--- config.mk ---
export PLATFORM = sky130hd
export DESIGN_NAME = channel_event_arbiter_flat
export DESIGN_NICKNAME = d
export VERILOG_FILES = /design/src/rtl/channel_event_arbiter_if.sv /design/src/rtl/channel_event_arbiter.sv /design/src/flat_wrapper.sv
export SDC_FILE = /design/constraint.sdc
export NUM_CORES = 1
export LEC_CHECK = 0
export ABC_AREA = 0
export BUFFER_PORTS_ARGS = -buffer_cell sky130_fd_sc_hd__buf_2
export CORE_AREA = 10 10 92 94
export CTS_CLUSTER_SIZE = 40
export DETAILED_ROUTE_END_ITERATION = 7
export DIE_AREA = 0 0 102 104
export GPL_TIMING_DRIVEN = 1
export PLACE_DENSITY_LB_ADDON = 0.3
export SLEW_MARGIN = 20
export SYNTH_ARGS = -nofsm -noshare
export SYNTH_HDL_FRONTEND = slang
export SYNTH_SLANG_ARGS = --single-unit
--- constraint.sdc ---
create_clock -name clk -period 5.4 [get_ports clk]
set_clock_uncertainty 0.15 [all_clocks]
set_input_delay 1.62 -clock clk [delete_from_list [all_inputs] [get_ports clk]]
set_output_delay 1.62 -clock clk [all_outputs]
set_load 0.01 [all_outputs]
--- src/rtl/channel_event_arbiter_if.sv ---
// Event arbiter bus: capture controls in, serialised channel codes out.
// The master side drives the channel levels and the downstream ready.
// The slave side is the arbiter itself.
interface channel_event_arbiter_if #(
  parameter int N_CH   = 7,
  parameter int CODE_W = 3
);
  logic              en;
  logic [N_CH-1:0]   ch_in;
  logic              evt_ready;
  logic              evt_valid;
  logic [CODE_W-1:0] evt_code;
  logic [N_CH-1:0]   ovf;
  logic              ovf_clr;
  logic              busy;

  modport master (
    output en, ch_in, evt_ready, ovf_clr,
    input  evt_valid, evt_code, ovf, busy
  );

  modport slave (
    input  en, ch_in, evt_ready, ovf_clr,
    output evt_valid, evt_code, ovf, busy
  );
endinterface

--- src/rtl/channel_event_arbiter.sv ---
// Channel event arbiter: turns rising edges on the channel detector levels
// into per-channel pending flags, then serialises them round-robin onto a
// registered valid/ready stream as channel codes (index + 1, 0 = none).
module channel_event_arbiter #(
  parameter int N_CH   = 7,
  parameter int CODE_W = 3
) (
  input  logic                    clk,
  input  logic                    rst,
  channel_event_arbiter_if.slave  bus
);

  // The pointer only ever holds a channel index, which fits in CODE_W bits
  // because the code space must also hold index+1.
  localparam int PTR_W = CODE_W;

  logic [N_CH-1:0]   ch_prev_reg;
  logic [N_CH-1:0]   pending_reg,  pending_next;
  logic [N_CH-1:0]   ovf_reg,      ovf_next;
  logic [PTR_W-1:0]  rr_ptr_reg,   rr_ptr_next;
  logic              evt_valid_reg, evt_valid_next;
  logic [CODE_W-1:0] evt_code_reg,  evt_code_next;

  logic [N_CH-1:0]   edge_det;
  logic [N_CH-1:0]   ovf_set;
  logic [N_CH-1:0]   grant_mask;
  logic              slot_free;
  logic              grant_found;
  logic [PTR_W-1:0]  grant_idx;

  // The output register can take a new event when empty or being accepted.
  assign slot_free = ~evt_valid_reg | bus.evt_ready;

  // Per-channel edge detection and overflow detection. An edge on a channel
  // that is still pending and not being granted this cycle is merged and
  // flagged; an edge coinciding with its own grant simply re-arms pending.
  generate
    for (genvar gi = 0; gi < N_CH; gi++) begin : g_ch
      assign edge_det[gi] = bus.en & bus.ch_in[gi] & ~ch_prev_reg[gi];
      assign ovf_set[gi]  = edge_det[gi] & pending_reg[gi] & ~grant_mask[gi];
    end
  endgenerate

  // Round-robin search: first pending channel at or above rr_ptr, wrapping.
  always_comb begin
    int               cand;
    logic [PTR_W-1:0] cand_idx;
    grant_found = 1'b0;
    grant_idx   = '0;
    cand        = 0;
    cand_idx    = '0;
    for (int off = 0; off < N_CH; off++) begin
      cand = int'(rr_ptr_reg) + off;
      if (cand >= N_CH) begin
        cand = cand - N_CH;
      end
      cand_idx = PTR_W'(cand);
      if (!grant_found && pending_reg[cand_idx]) begin
        grant_found = 1'b1;
        grant_idx   = cand_idx;
      end
    end
  end

  // Output stage, pointer advance and pending/overflow bookkeeping.
  always_comb begin
    grant_mask     = '0;
    evt_valid_next = evt_valid_reg;
    evt_code_next  = evt_code_reg;
    rr_ptr_next    = rr_ptr_reg;
    if (slot_free) begin
      if (grant_found) begin
        grant_mask[grant_idx] = 1'b1;
        evt_valid_next        = 1'b1;
        evt_code_next         = CODE_W'(grant_idx) + CODE_W'(1);
        if (int'(grant_idx) == N_CH - 1) begin
          rr_ptr_next = '0;
        end else begin
          rr_ptr_next = grant_idx + PTR_W'(1);
        end
      end else begin
        evt_valid_next = 1'b0;
        evt_code_next  = '0;
      end
    end
    // A new edge wins over the clear from its own grant.
    pending_next = (pending_reg & ~grant_mask) | edge_det;
    // A fresh overflow wins over the clear request.
    ovf_next     = (bus.ovf_clr ? '0 : ovf_reg) | ovf_set;
  end

  // State registers; reset drops any in-flight event immediately.
  always_ff @(posedge clk or posedge rst) begin
    if (rst) begin
      ch_prev_reg   <= '0;
      pending_reg   <= '0;
      ovf_reg       <= '0;
      rr_ptr_reg    <= '0;
      evt_valid_reg <= 1'b0;
      evt_code_reg  <= '0;
    end else begin
      ch_prev_reg   <= bus.ch_in;
      pending_reg   <= pending_next;
      ovf_reg       <= ovf_next;
      rr_ptr_reg    <= rr_ptr_next;
      evt_valid_reg <= evt_valid_next;
      evt_code_reg  <= evt_code_next;
    end
  end

  assign bus.evt_valid = evt_valid_reg;
  assign bus.evt_code  = evt_code_reg;
  assign bus.ovf       = ovf_reg;
  assign bus.busy      = (|pending_reg) | evt_valid_reg;

endmodule
--- src/flat_wrapper.sv ---
// flat-port wrapper written by rule: the top's interface ports become plain ports
module channel_event_arbiter_flat 
#(
  parameter int N_CH   = 7,
  parameter int CODE_W = 3
)
  (clk, rst, bus_en, bus_ch_in, bus_evt_ready, bus_ovf_clr, bus_evt_valid, bus_evt_code, bus_ovf, bus_busy);
  channel_event_arbiter_if #(.N_CH(N_CH), .CODE_W(CODE_W)) bus_i ();
  input  logic clk;
  input  logic rst;
  input wire logic [$bits(bus_i.en)-1:0] bus_en;
  input wire logic [$bits(bus_i.ch_in)-1:0] bus_ch_in;
  input wire logic [$bits(bus_i.evt_ready)-1:0] bus_evt_ready;
  input wire logic [$bits(bus_i.ovf_clr)-1:0] bus_ovf_clr;
  output wire logic [$bits(bus_i.evt_valid)-1:0] bus_evt_valid;
  output wire logic [$bits(bus_i.evt_code)-1:0] bus_evt_code;
  output wire logic [$bits(bus_i.ovf)-1:0] bus_ovf;
  output wire logic [$bits(bus_i.busy)-1:0] bus_busy;
  assign bus_i.en = bus_en;
  assign bus_i.ch_in = bus_ch_in;
  assign bus_i.evt_ready = bus_evt_ready;
  assign bus_i.ovf_clr = bus_ovf_clr;
  assign bus_evt_valid = bus_i.evt_valid;
  assign bus_evt_code = bus_i.evt_code;
  assign bus_ovf = bus_i.ovf;
  assign bus_busy = bus_i.busy;
  channel_event_arbiter #(.N_CH(N_CH), .CODE_W(CODE_W)) u_core (.clk(clk), .rst(rst), .bus(bus_i));
endmodule
==> results.env, run 1 <==
UNREPAIRED_SETUP_ENDPOINTS_AFTER_GLOBAL_ROUTING='false'
SYNTHXORXNORAREAFRAC_PCT=2.71
FINAL_MAX_SLEW_VIOL_COUNT=0
CRITICAL_PATH_CELL_LIST='ha_1, inv_1, fa_1, mux2_2, a2111oi_2, nor4_1, inv_1, and4_4, nand3b_4, o41ai_2, or4b_1, a32o_1'
DRT_ITER0_MARKERS=223
SYNTH.MOST_COMMON_CELL='sky130_fd_sc_hd__nand2_1'
CTS_BUFFERS=3
WORSTSETUPSTARTPOINTTYPE='flip-flop'
SYNTH-WARNING-COUNT=0
SYNTH_FP_NETS=411
SYNTH.AREA.MUX_SHARE_PCT=6.80
CRITPATHKIND='reg -> reg'
YS_FF_LATCH=28
GRT_MAX_DEGREE=33
CTS_RESIZED=0
SYNTHESIS.AREA_PER_INSTANCE_UM2=8.55
DIE_WIDTH_UM=102
CPPEAKSTAGEDELAY_PS=660
INITIAL_CORE_UTIL_PCT=49.0
MAPPEDNETLISTAREA_UM2=3280
REPORT.FINAL.HOLD_VIOL_COUNT=0
WL_PER_CELL_UM=19.9
NETLIST_INSTANCES=383
RELSLEWSLACK_PCT=34.6
VIAS_PER_CELL=6.72
CP_NUM_BUF_INV=2
WORST-ENDPOINT-REQUIRED_PS=5420
TOTAL_OVERFLOW_REPORTED_BY_THE_GLOBAL_ROUTER=0
DP_HPWL_UM=6600
PERIOD_NEEDED_PS=4780
POST_SYNTH_NUM_CELL_TYPES=85
FIN_TNS_SETUP_PS=0
DRC=0
POST_SYNTH_EDFFS=0
FINAL_MIN_PERIOD_OVER_CLOCK_PERIOD_PCT=88.5
SYNTH_COMPOUND_AREA_SHARE_PCT=28.0
CELL_TAKING_THE_MOST_AREA_AFTER_SYNTHESIS='sky130_fd_sc_hd__dfrtp_1'
OUTCOME='completed'
MOST_USED_CELL_ALONG_THE_CRITICAL_PATH='sky130_fd_sc_hd__inv_1'
CORE_AREA_UM2=6680
SYNTH-SEQ-AREA-SHARE_PCT=21.4
SETUP_VIOL_COUNT_FINAL=0
MAX_H_TREE_LEVEL=1
SYNTH_SIMPLE_GATE_AREA_SHARE_PCT=26.8
CP_SLOWEST_CELL='sky130_fd_sc_hd__fa_1'
CRITPATHTOPFAMILY='compound AO/OA/AOI/OAI gates'
DETAILROUTE.VIA_COUNT=3150
TIMING.FMAX_MHz=209
GR_UTIL_ALL_LAYERS_PCT=17.1
YS.FLOP_TYPE='sky130_fd_sc_hd__dfrtp_1'
DIODES=0
CTS_HOLD_BUF=0
TRITONCTS='done'
CTS_ROOT_BUF='sky130_fd_sc_hd__clkbuf_8'
ROUTE.ANTENNA.REMAINING_NETS=0
CTSLONGESTPATHBUFFERS=2
WORST_SKEW_PAIR.LATE_LATENCY_PS=280
SYNTH-ADDER-AREA-SHARE_PCT=6.34
TOP_CELLS_BY_INSTANCE_COUNT_AFTER_SYNTHESIS='31 x sky130_fd_sc_hd__nand2_1, 28 x sky130_fd_sc_hd__dfrtp_1, 22 x sky130_fd_sc_hd__a21oi_1, 22 x sky130_fd_sc_hd__nor2_1, 18 x sky130_fd_sc_hd__nor2b_1'
GRT_ANTENNA_BEFORE_REPAIR=0
CTS_NUM_SINKS=28
BIGGEST_AREA_CONTRIBUTORS_IN_THE_SYNTHESIZED_NETLIST='sky130_fd_sc_hd__dfrtp_1 21%, sky130_fd_sc_hd__ha_1 5.7%, sky130_fd_sc_hd__nand2_1 3.6%'
GRT_PASS1_VIAS=3009
ROUTABILITYCONGESTION=0.894
WORST_HOLD_PATH_TYPE='reg -> reg'
ASYNC_RESET_FF_SHARE_PCT=100
HOLD_WS_PS=351
CRITICAL_PATH.ENDPOINT_TYPE='flip-flop'
POSTCTSSETUPBUFFERS=0
SYNTH_TOP_FAMILY_BY_AREA='compound AO/OA/AOI/OAI gates'
SYNTHTOLAYOUTAREAGROWTH_PCT=4.35
NNETSFINAL=418
MAX_CAP_VIOL_COUNT=0
IO_BUFFERS=23
DIEAREA_UM2=10600
SHARE_OF_CELLS_ABOVE_DRIVE_STRENGTH_1_PCT=19.5
TIGHTESTPINTRANSITION_PS=975
CHIPHEIGHT_UM=104
SITE_ROW_COUNT=30
GRT_FIRST_PASS_WIRELENGTH_UM=15200
IOS=24
WORST-ENDPOINT-ARRIVAL_PS=4800
CLK_PIN_SLEW_PS=90
WL_UM=9310
DRTPASS1ITERATIONS=5
NETLIST.AREA_LEADER.SHARE_PCT=21.4
CRITICAL_PATH.MAX_FANOUT=13
[routing by layer]
| metal | vias to the layer above | GRT usage [%] | wire (um) |
|---|---|---|---|
| met4 | 0 | 5.85 | 208 |
| li1 | 1468 | - | - |
| met3 | 19 | 2.26 | 732 |
| met1 | 1510 | 23.1 | 4100 |
| met2 | 153 | 26.9 | 4270 |
| met5 | - | 0 | 0 |
[final cells by class]
class	count	area, um^2
Clock buffer	3	41.3
Clock inverter	1	30.0
Fill cell	649	3260
Inverter	17	63.8
Multi-Input combinational cell	310	2310
Sequential cell	28	701
Tap cell	80	100
Timing Repair Buffer	30	168
[per-stage QoR]
stage	std cells	worst slack, ps	utilization (%)	instance area (um^2)
finish	469	622	51.2	3420
global route	469	253	51.2	3420
CTS	469	642	51.2	3420
detailed placement	465	663	50.1	3350
global placement	465	804	50.1	3350
floorplan	383	852	-	3280
[worst register-to-register path, stage by stage (launching register included)]
cell	delay [ps]
sky130_fd_sc_hd__dfrtp_1	650
sky130_fd_sc_hd__ha_1	290
sky130_fd_sc_hd__inv_1	70
sky130_fd_sc_hd__fa_1	660
sky130_fd_sc_hd__mux2_2	380
sky130_fd_sc_hd__a2111oi_2	410
sky130_fd_sc_hd__nor4_1	150
sky130_fd_sc_hd__inv_1	80
sky130_fd_sc_hd__and4_4	280
sky130_fd_sc_hd__nand3b_4	120
sky130_fd_sc_hd__o41ai_2	630
sky130_fd_sc_hd__or4b_1	520
sky130_fd_sc_hd__a32o_1	270
[placed cells by master (no fill, tap or decap), drive strengths merged, types with 4 or more instances in the layout]
| cell type | instances |
|---|---|
| nand2 | 31 |
| buf | 30 |
| dfrtp | 28 |
| nor2 | 23 |
| a21oi | 22 |
| nor2b | 18 |
| inv | 16 |
| o21ai | 16 |
| nor3 | 15 |
| ha | 15 |
| mux2i | 11 |
| mux2 | 10 |
| a211oi | 10 |
| nand3 | 8 |
| nor3b | 7 |
| nor4 | 7 |
| nand2b | 6 |
| xnor2 | 6 |
| a31oi | 6 |
| o32ai | 6 |
| nand3b | 5 |
| o211ai | 4 |
| a21o | 4 |
| a2111oi | 4 |
[final timing paths]
path / endpoint / cells past startpoint / slack (ps) / start
max in group asynchronous: u_core.bus.ovf[5] / 2 / 3370 / rst
worst min-delay path: u_core.bus.evt_code[0] / 2 / 350 / u_core.bus.evt_code[0]
min in group asynchronous: u_core.bus.ovf[0] / 2 / 1280 / rst
worst max register to register: u_core.bus.ovf[5] / 12 / 620 / u_core.rr_ptr_reg[0]
worst min register to register: u_core.bus.evt_code[0] / 2 / 350 / u_core.bus.evt_code[0]
worst max-delay path: u_core.bus.ovf[5] / 12 / 620 / u_core.rr_ptr_reg[0]
[kinds of logic after synthesis]
family / after synthesis
AND/OR/NAND/NOR: 149
buffers and inverters: 45
flip-flops: 28
AO/OA/AOI/OAI: 116
adder cells (fa/ha/maj): 16
multiplexers: 21
XOR/XNOR: 8
Power of run 1 is not shown: default switching activity piles up to over one toggle a cycle in this logic, so the estimate is an artifact.
==> run 2, diff against run 1 <==
--- a/config.mk
+++ b/config.mk
@@ -7,10 +7,10 @@
 export LEC_CHECK = 0
 export ABC_AREA = 0
 export BUFFER_PORTS_ARGS = -buffer_cell sky130_fd_sc_hd__buf_2
-export CORE_AREA = 10 10 92 94
+export CORE_AREA = 10 10 84 86
 export CTS_CLUSTER_SIZE = 40
 export DETAILED_ROUTE_END_ITERATION = 7
-export DIE_AREA = 0 0 102 104
+export DIE_AREA = 0 0 94 96
 export GPL_TIMING_DRIVEN = 1
 export PLACE_DENSITY_LB_ADDON = 0.3
 export SLEW_MARGIN = 20
==> run 2 against run 1 <==
Effect of this change: die area down 15%; non-clock buffer count unchanged; critical path type unchanged; core utilization up 12 points; highest routed layer unchanged.
==> results.env, run 2 (synthesized netlist as in run 1, its figures left out) <==
RELSLEWSLACK_PCT=33.1
CP_SLOWEST_CELL='sky130_fd_sc_hd__o41ai_2'
GRT_FIRST_PASS_WIRELENGTH_UM=14500
IO_BUFFERS=23
NNETSFINAL=418
CPPEAKSTAGEDELAY_PS=690
CTSLONGESTPATHBUFFERS=2
DRTPASS1ITERATIONS=5
CTS_ROOT_BUF='sky130_fd_sc_hd__clkbuf_8'
TIMING.FMAX_MHz=209
FINAL_MIN_PERIOD_OVER_CLOCK_PERIOD_PCT=88.6
ROUTE.ANTENNA.REMAINING_NETS=0
DRT_ITER0_MARKERS=277
CLK_PIN_SLEW_PS=90
FINAL-SEQ-AREA_UM2=701
TIGHTESTPINTRANSITION_PS=1000
GR_UTIL_ALL_LAYERS_PCT=19.2
DP_HPWL_UM=6330
DIEAREA_UM2=9020
WL_PER_CELL_UM=19.1
WORST_HOLD_PATH_TYPE='reg -> reg'
SYNTHTOLAYOUTAREAGROWTH_PCT=3.67
LAYOUT.CELLS.MOST_COMMON='sky130_fd_sc_hd__nand2_1'
WORSTSETUPSTARTPOINTTYPE='flip-flop'
GRT_MAX_DEGREE=39
DRC=0
FINAL_MAX_SLEW_VIOL_COUNT=0
WORST-ENDPOINT-ARRIVAL_PS=4800
CTS_HOLD_BUF=0
DETAILROUTE.VIA_COUNT=3104
TOTAL_OVERFLOW_REPORTED_BY_THE_GLOBAL_ROUTER=0
REPORT.FINAL.HOLD_VIOL_COUNT=0
CTS_NUM_SINKS=28
MULTIINPUTGATEAREA_UM2=2320
WL_UM=8810
UNREPAIRED_SETUP_ENDPOINTS_AFTER_GLOBAL_ROUTING='false'
POSTCTSSETUPBUFFERS=0
MAX_H_TREE_LEVEL=1
CTS_RESIZED=0
CTS_BUFFERS=3
PERIOD_NEEDED_PS=4780
DIODES=0
WORST_SKEW_PAIR.LATE_LATENCY_PS=270
SETUP_VIOL_COUNT_FINAL=0
CORE_AREA_UM2=5410
CHIPHEIGHT_UM=96
CRITICAL_PATH.MAX_FANOUT=9
ROUTABILITYCONGESTION=0.961
GRT_PASS1_VIAS=2989
LAYOUT_COMMON_CELLS='31 x sky130_fd_sc_hd__nand2_1, 28 x sky130_fd_sc_hd__dfrtp_1, 23 x sky130_fd_sc_hd__buf_2, 22 x sky130_fd_sc_hd__a21oi_1, 22 x sky130_fd_sc_hd__nor2_1'
MOST_USED_CELL_ALONG_THE_CRITICAL_PATH='sky130_fd_sc_hd__inv_1'
SITE_ROW_COUNT=27
VIAS_PER_CELL=6.73
SHARE_OF_CELLS_ABOVE_DRIVE_STRENGTH_1_PCT=19.8
MAX_CAP_VIOL_COUNT=0
FIN_TNS_SETUP_PS=0
IOS=24
OUTCOME='completed'
CRITPATHKIND='reg -> reg'
TRITONCTS='done'
FILL_CELL_COUNT=474
DIE_WIDTH_UM=94
WORST-ENDPOINT-REQUIRED_PS=5410
CRITICAL_PATH_CELL_LIST='inv_1, ha_1, inv_1, fa_1, mux2_2, a2111oi_2, nor4_1, inv_1, and4_4, nand3b_4, o41ai_2, or4b_1, a32o_1'
INITIAL_CORE_UTIL_PCT=60.6
GRT_ANTENNA_BEFORE_REPAIR=0
CRITICAL_PATH.ENDPOINT_TYPE='flip-flop'
run 2: metal layers:
layer | up-vias | global-route usage, % | part of all wire [%]
li1 | 1464 | - | -
met1 | 1466 | 24.1 | 43
met2 | 144 | 32.6 | 47
met3 | 30 | 2.72 | 6.4
met4 | 0 | 7.47 | 3.2
met5 | - | 0 | 0
run 2: final cells by class:
type,count,area share (%)
clock buffers,4,1.62
inverters,17,1.88
multi-input cells,310,68.3
flip-flops and latches,28,20.6
well taps,72,2.65
repair buffers,30,4.94
run 2: worst paths after layout:
kind / end / slack (ps) / cells past startpoint / start
min in group asynchronous: u_core.ch_prev_reg[1] / 1430 / 2 / rst
setup reg to reg: u_core.bus.ovf[5] / 620 / 13 / u_core.rr_ptr_reg[1]
max in group asynchronous: u_core.bus.ovf[3] / 3070 / 2 / rst
hold reg to reg: u_core.bus.evt_code[0] / 330 / 2 / u_core.bus.evt_code[0]
setup / recovery: u_core.bus.ovf[5] / 620 / 13 / u_core.rr_ptr_reg[1]
hold / removal: u_core.bus.evt_code[0] / 330 / 2 / u_core.bus.evt_code[0]
run 2: worst max-delay path: cells and delay by family, from the launching register on:
family	cells	cell delay (ps)
compound gates	3	1370
simple gates	4	1080
fa+ha+maj	2	930
flops	1	390
buf+inv	3	390
mux	1	380
run 2: through the flow:
step | cells | worst slack (ps) | cell area, um^2 | hold slack (ps) | util (%)
2_1_floorplan | 383 | 852 | 3280 | 337 | -
3_3_place_gp | 457 | 829 | 3340 | 304 | 61.7
3_5_place_dp | 457 | 685 | 3340 | 316 | 61.7
4_1_cts | 461 | 636 | 3390 | 338 | 62.8
5_1_grt | 461 | 375 | 3400 | 366 | 62.8
6_report | 461 | 615 | 3400 | 330 | 62.8
Power of run 2 is left out for the same reason.
==> run 3, diff against run 2 <==
--- a/config.mk
+++ b/config.mk
@@ -7,11 +7,10 @@
 export LEC_CHECK = 0
 export ABC_AREA = 0
 export BUFFER_PORTS_ARGS = -buffer_cell sky130_fd_sc_hd__buf_2
-export CORE_AREA = 10 10 84 86
+export CORE_AREA = 10 10 97 99
 export CTS_CLUSTER_SIZE = 40
 export DETAILED_ROUTE_END_ITERATION = 7
-export DIE_AREA = 0 0 94 96
-export GPL_TIMING_DRIVEN = 1
+export DIE_AREA = 0 0 107 109
 export PLACE_DENSITY_LB_ADDON = 0.3
 export SLEW_MARGIN = 20
 export SYNTH_ARGS = -nofsm -noshare
==> run 3 against run 2 <==
Effect of this change: wire length rose by 5.8%; critical endpoint unchanged; cell count rose by 6.3%; critical path type unchanged; via count rose by 1.1%.
==> results.env, run 3 (synthesized netlist as in run 1, its figures left out) <==
GR_UTIL_ALL_LAYERS_PCT=15.5
RELSLEWSLACK_PCT=34.5
NNETSFINAL=417
CTS_RESIZED=0
GRT_MAX_DEGREE=29
SITE_ROW_COUNT=32
CHIPHEIGHT_UM=109
DETAILROUTE.VIA_COUNT=3138
FIN_TNS_SETUP_PS=0
MAX_CAP_VIOL_COUNT=0
GRT_FIRST_PASS_WIRELENGTH_UM=15000
LAYOUT.CELLS.MOST_COMMON='sky130_fd_sc_hd__nand2_1'
DIEAREA_UM2=11700
REG2REGPATHDEPTH=12
DRT_ITER0_MARKERS=267
FINAL_MIN_PERIOD_OVER_CLOCK_PERIOD_PCT=89.5
DIE_WIDTH_UM=107
POSTCTSSETUPBUFFERS=0
SYNTHTOLAYOUTAREAGROWTH_PCT=4.47
R2R_STARTPOINT='u_core.rr_ptr_reg[0]'
CRITICAL_PATH.MAX_FANOUT=14
TIGHTESTPINTRANSITION_PS=977
ROUTABILITYCONGESTION=0.936
CLK_PIN_SLEW_PS=90
VIAS_PER_CELL=6.40
REPORT.FINAL.HOLD_VIOL_COUNT=0
HOLD_PATH_STARTPOINT='u_core.bus.evt_code[0]'
WORST-ENDPOINT-REQUIRED_PS=5410
PERIOD_NEEDED_PS=4840
ROUTE.ANTENNA.REMAINING_NETS=0
CTS_HOLD_BUF=0
RRSETUPSLACK_PS=560
GRT_ANTENNA_BEFORE_REPAIR=0
SETUP_VIOL_COUNT_FINAL=0
CRITICAL_PATH.ENDPOINT_TYPE='flip-flop'
CRITPATHLAUNCH='u_core.rr_ptr_reg[0]'
CTS_NUM_SINKS=28
IOS=24
CRITPATHKIND='reg -> reg'
CTSLONGESTPATHBUFFERS=2
IO_BUFFERS=23
OUTCOME='completed'
DRTPASS1ITERATIONS=5
WORST_R2R_END='u_core.bus.ovf[5]'
CORE_AREA_UM2=7530
FINAL_MAX_SLEW_VIOL_COUNT=0
MAX_H_TREE_LEVEL=1
GRT_PASS1_VIAS=3102
TRITONCTS='done'
WORST_SKEW_PAIR.LATE_LATENCY_PS=270
SHARE_OF_CELLS_ABOVE_DRIVE_STRENGTH_1_PCT=19.3
WORSTSETUPSTARTPOINTTYPE='flip-flop'
INITIAL_CORE_UTIL_PCT=43.5
DRC=0
CTS_ROOT_BUF='sky130_fd_sc_hd__clkbuf_8'
WORST_HOLD_PATH_TYPE='reg -> reg'
CTS_BUFFERS=3
WL_UM=9330
DP_HPWL_UM=6790
LAYOUT_COMMON_CELLS='31 x sky130_fd_sc_hd__nand2_1, 28 x sky130_fd_sc_hd__dfrtp_1, 23 x sky130_fd_sc_hd__buf_2, 22 x sky130_fd_sc_hd__a21oi_1, 22 x sky130_fd_sc_hd__nor2_1'
UNREPAIRED_SETUP_ENDPOINTS_AFTER_GLOBAL_ROUTING='false'
DIODES=0
WL_PER_CELL_UM=19.0
CRITICAL_PATH.ENDPOINT='u_core.bus.ovf[5]'
TIMING.FMAX_MHz=207
WORST-ENDPOINT-ARRIVAL_PS=4850
TOTAL_OVERFLOW_REPORTED_BY_THE_GLOBAL_ROUTER=0
-- run 3: cell count changes in the layout (fill, tap and decap cells not counted) --
cell	previous run	this run
sky130_fd_sc_hd__o21bai_1	0	1
sky130_fd_sc_hd__o21bai_2	1	0
sky130_fd_sc_hd__buf_4	7	6
sky130_fd_sc_hd__clkinv_1	0	1
sky130_fd_sc_hd__inv_1	14	13
-- run 3: routing by layer --
metal	wire length [um]	up-vias	GRT usage (%)
li1	-	1466	-
met3	499	25	1.77
met1	3930	1526	18.4
met2	4620	121	27.2
met4	267	0	7.54
met5	0	-	0
-- run 3: worst max-delay path, cell delays in order, from the launching register on --
cell,delay [ps]
sky130_fd_sc_hd__dfrtp_1,650
sky130_fd_sc_hd__ha_1,300
sky130_fd_sc_hd__inv_1,80
sky130_fd_sc_hd__fa_1,640
sky130_fd_sc_hd__mux2_2,380
sky130_fd_sc_hd__a2111oi_2,410
sky130_fd_sc_hd__nor4_1,150
sky130_fd_sc_hd__inv_1,80
sky130_fd_sc_hd__and4_4,280
sky130_fd_sc_hd__nand3b_4,120
sky130_fd_sc_hd__o41ai_2,670
sky130_fd_sc_hd__or4b_1,530
sky130_fd_sc_hd__a32o_1,290
-- run 3: worst min path at each step --
stage / end / slack, ps / cells after the start
floorplan: u_core.pending_reg[6] / 340 / 2
global placement: u_core.bus.evt_code[0] / 310 / 2
detailed placement: u_core.bus.evt_code[0] / 310 / 2
CTS: u_core.bus.evt_code[0] / 340 / 2
global route: u_core.bus.evt_code[0] / 380 / 2
finish: u_core.bus.evt_code[0] / 330 / 2
-- run 3: layout make-up --
type | count | area [um^2]
Fill cell | 787 | 4110
Multi-Input combinational cell | 310 | 2310
Sequential cell | 28 | 701
Timing Repair Buffer | 29 | 160
Tap cell | 102 | 128
Inverter | 17 | 63.8
Clock buffer | 4 | 55.1
-- run 3: through the flow --
stage,cell area (um^2),worst slack [ps],hold WS [ps],utilization [%],std cells
after floorplan,3280,852,337,-,383
after global placement,3370,819,307,44.7,486
after detailed placement,3370,623,313,44.7,486
after CTS,3420,591,335,45.5,490
after global routing,3420,328,379,45.5,490
final,3420,564,328,45.5,490
Power of run 3 is left out for the same reason.
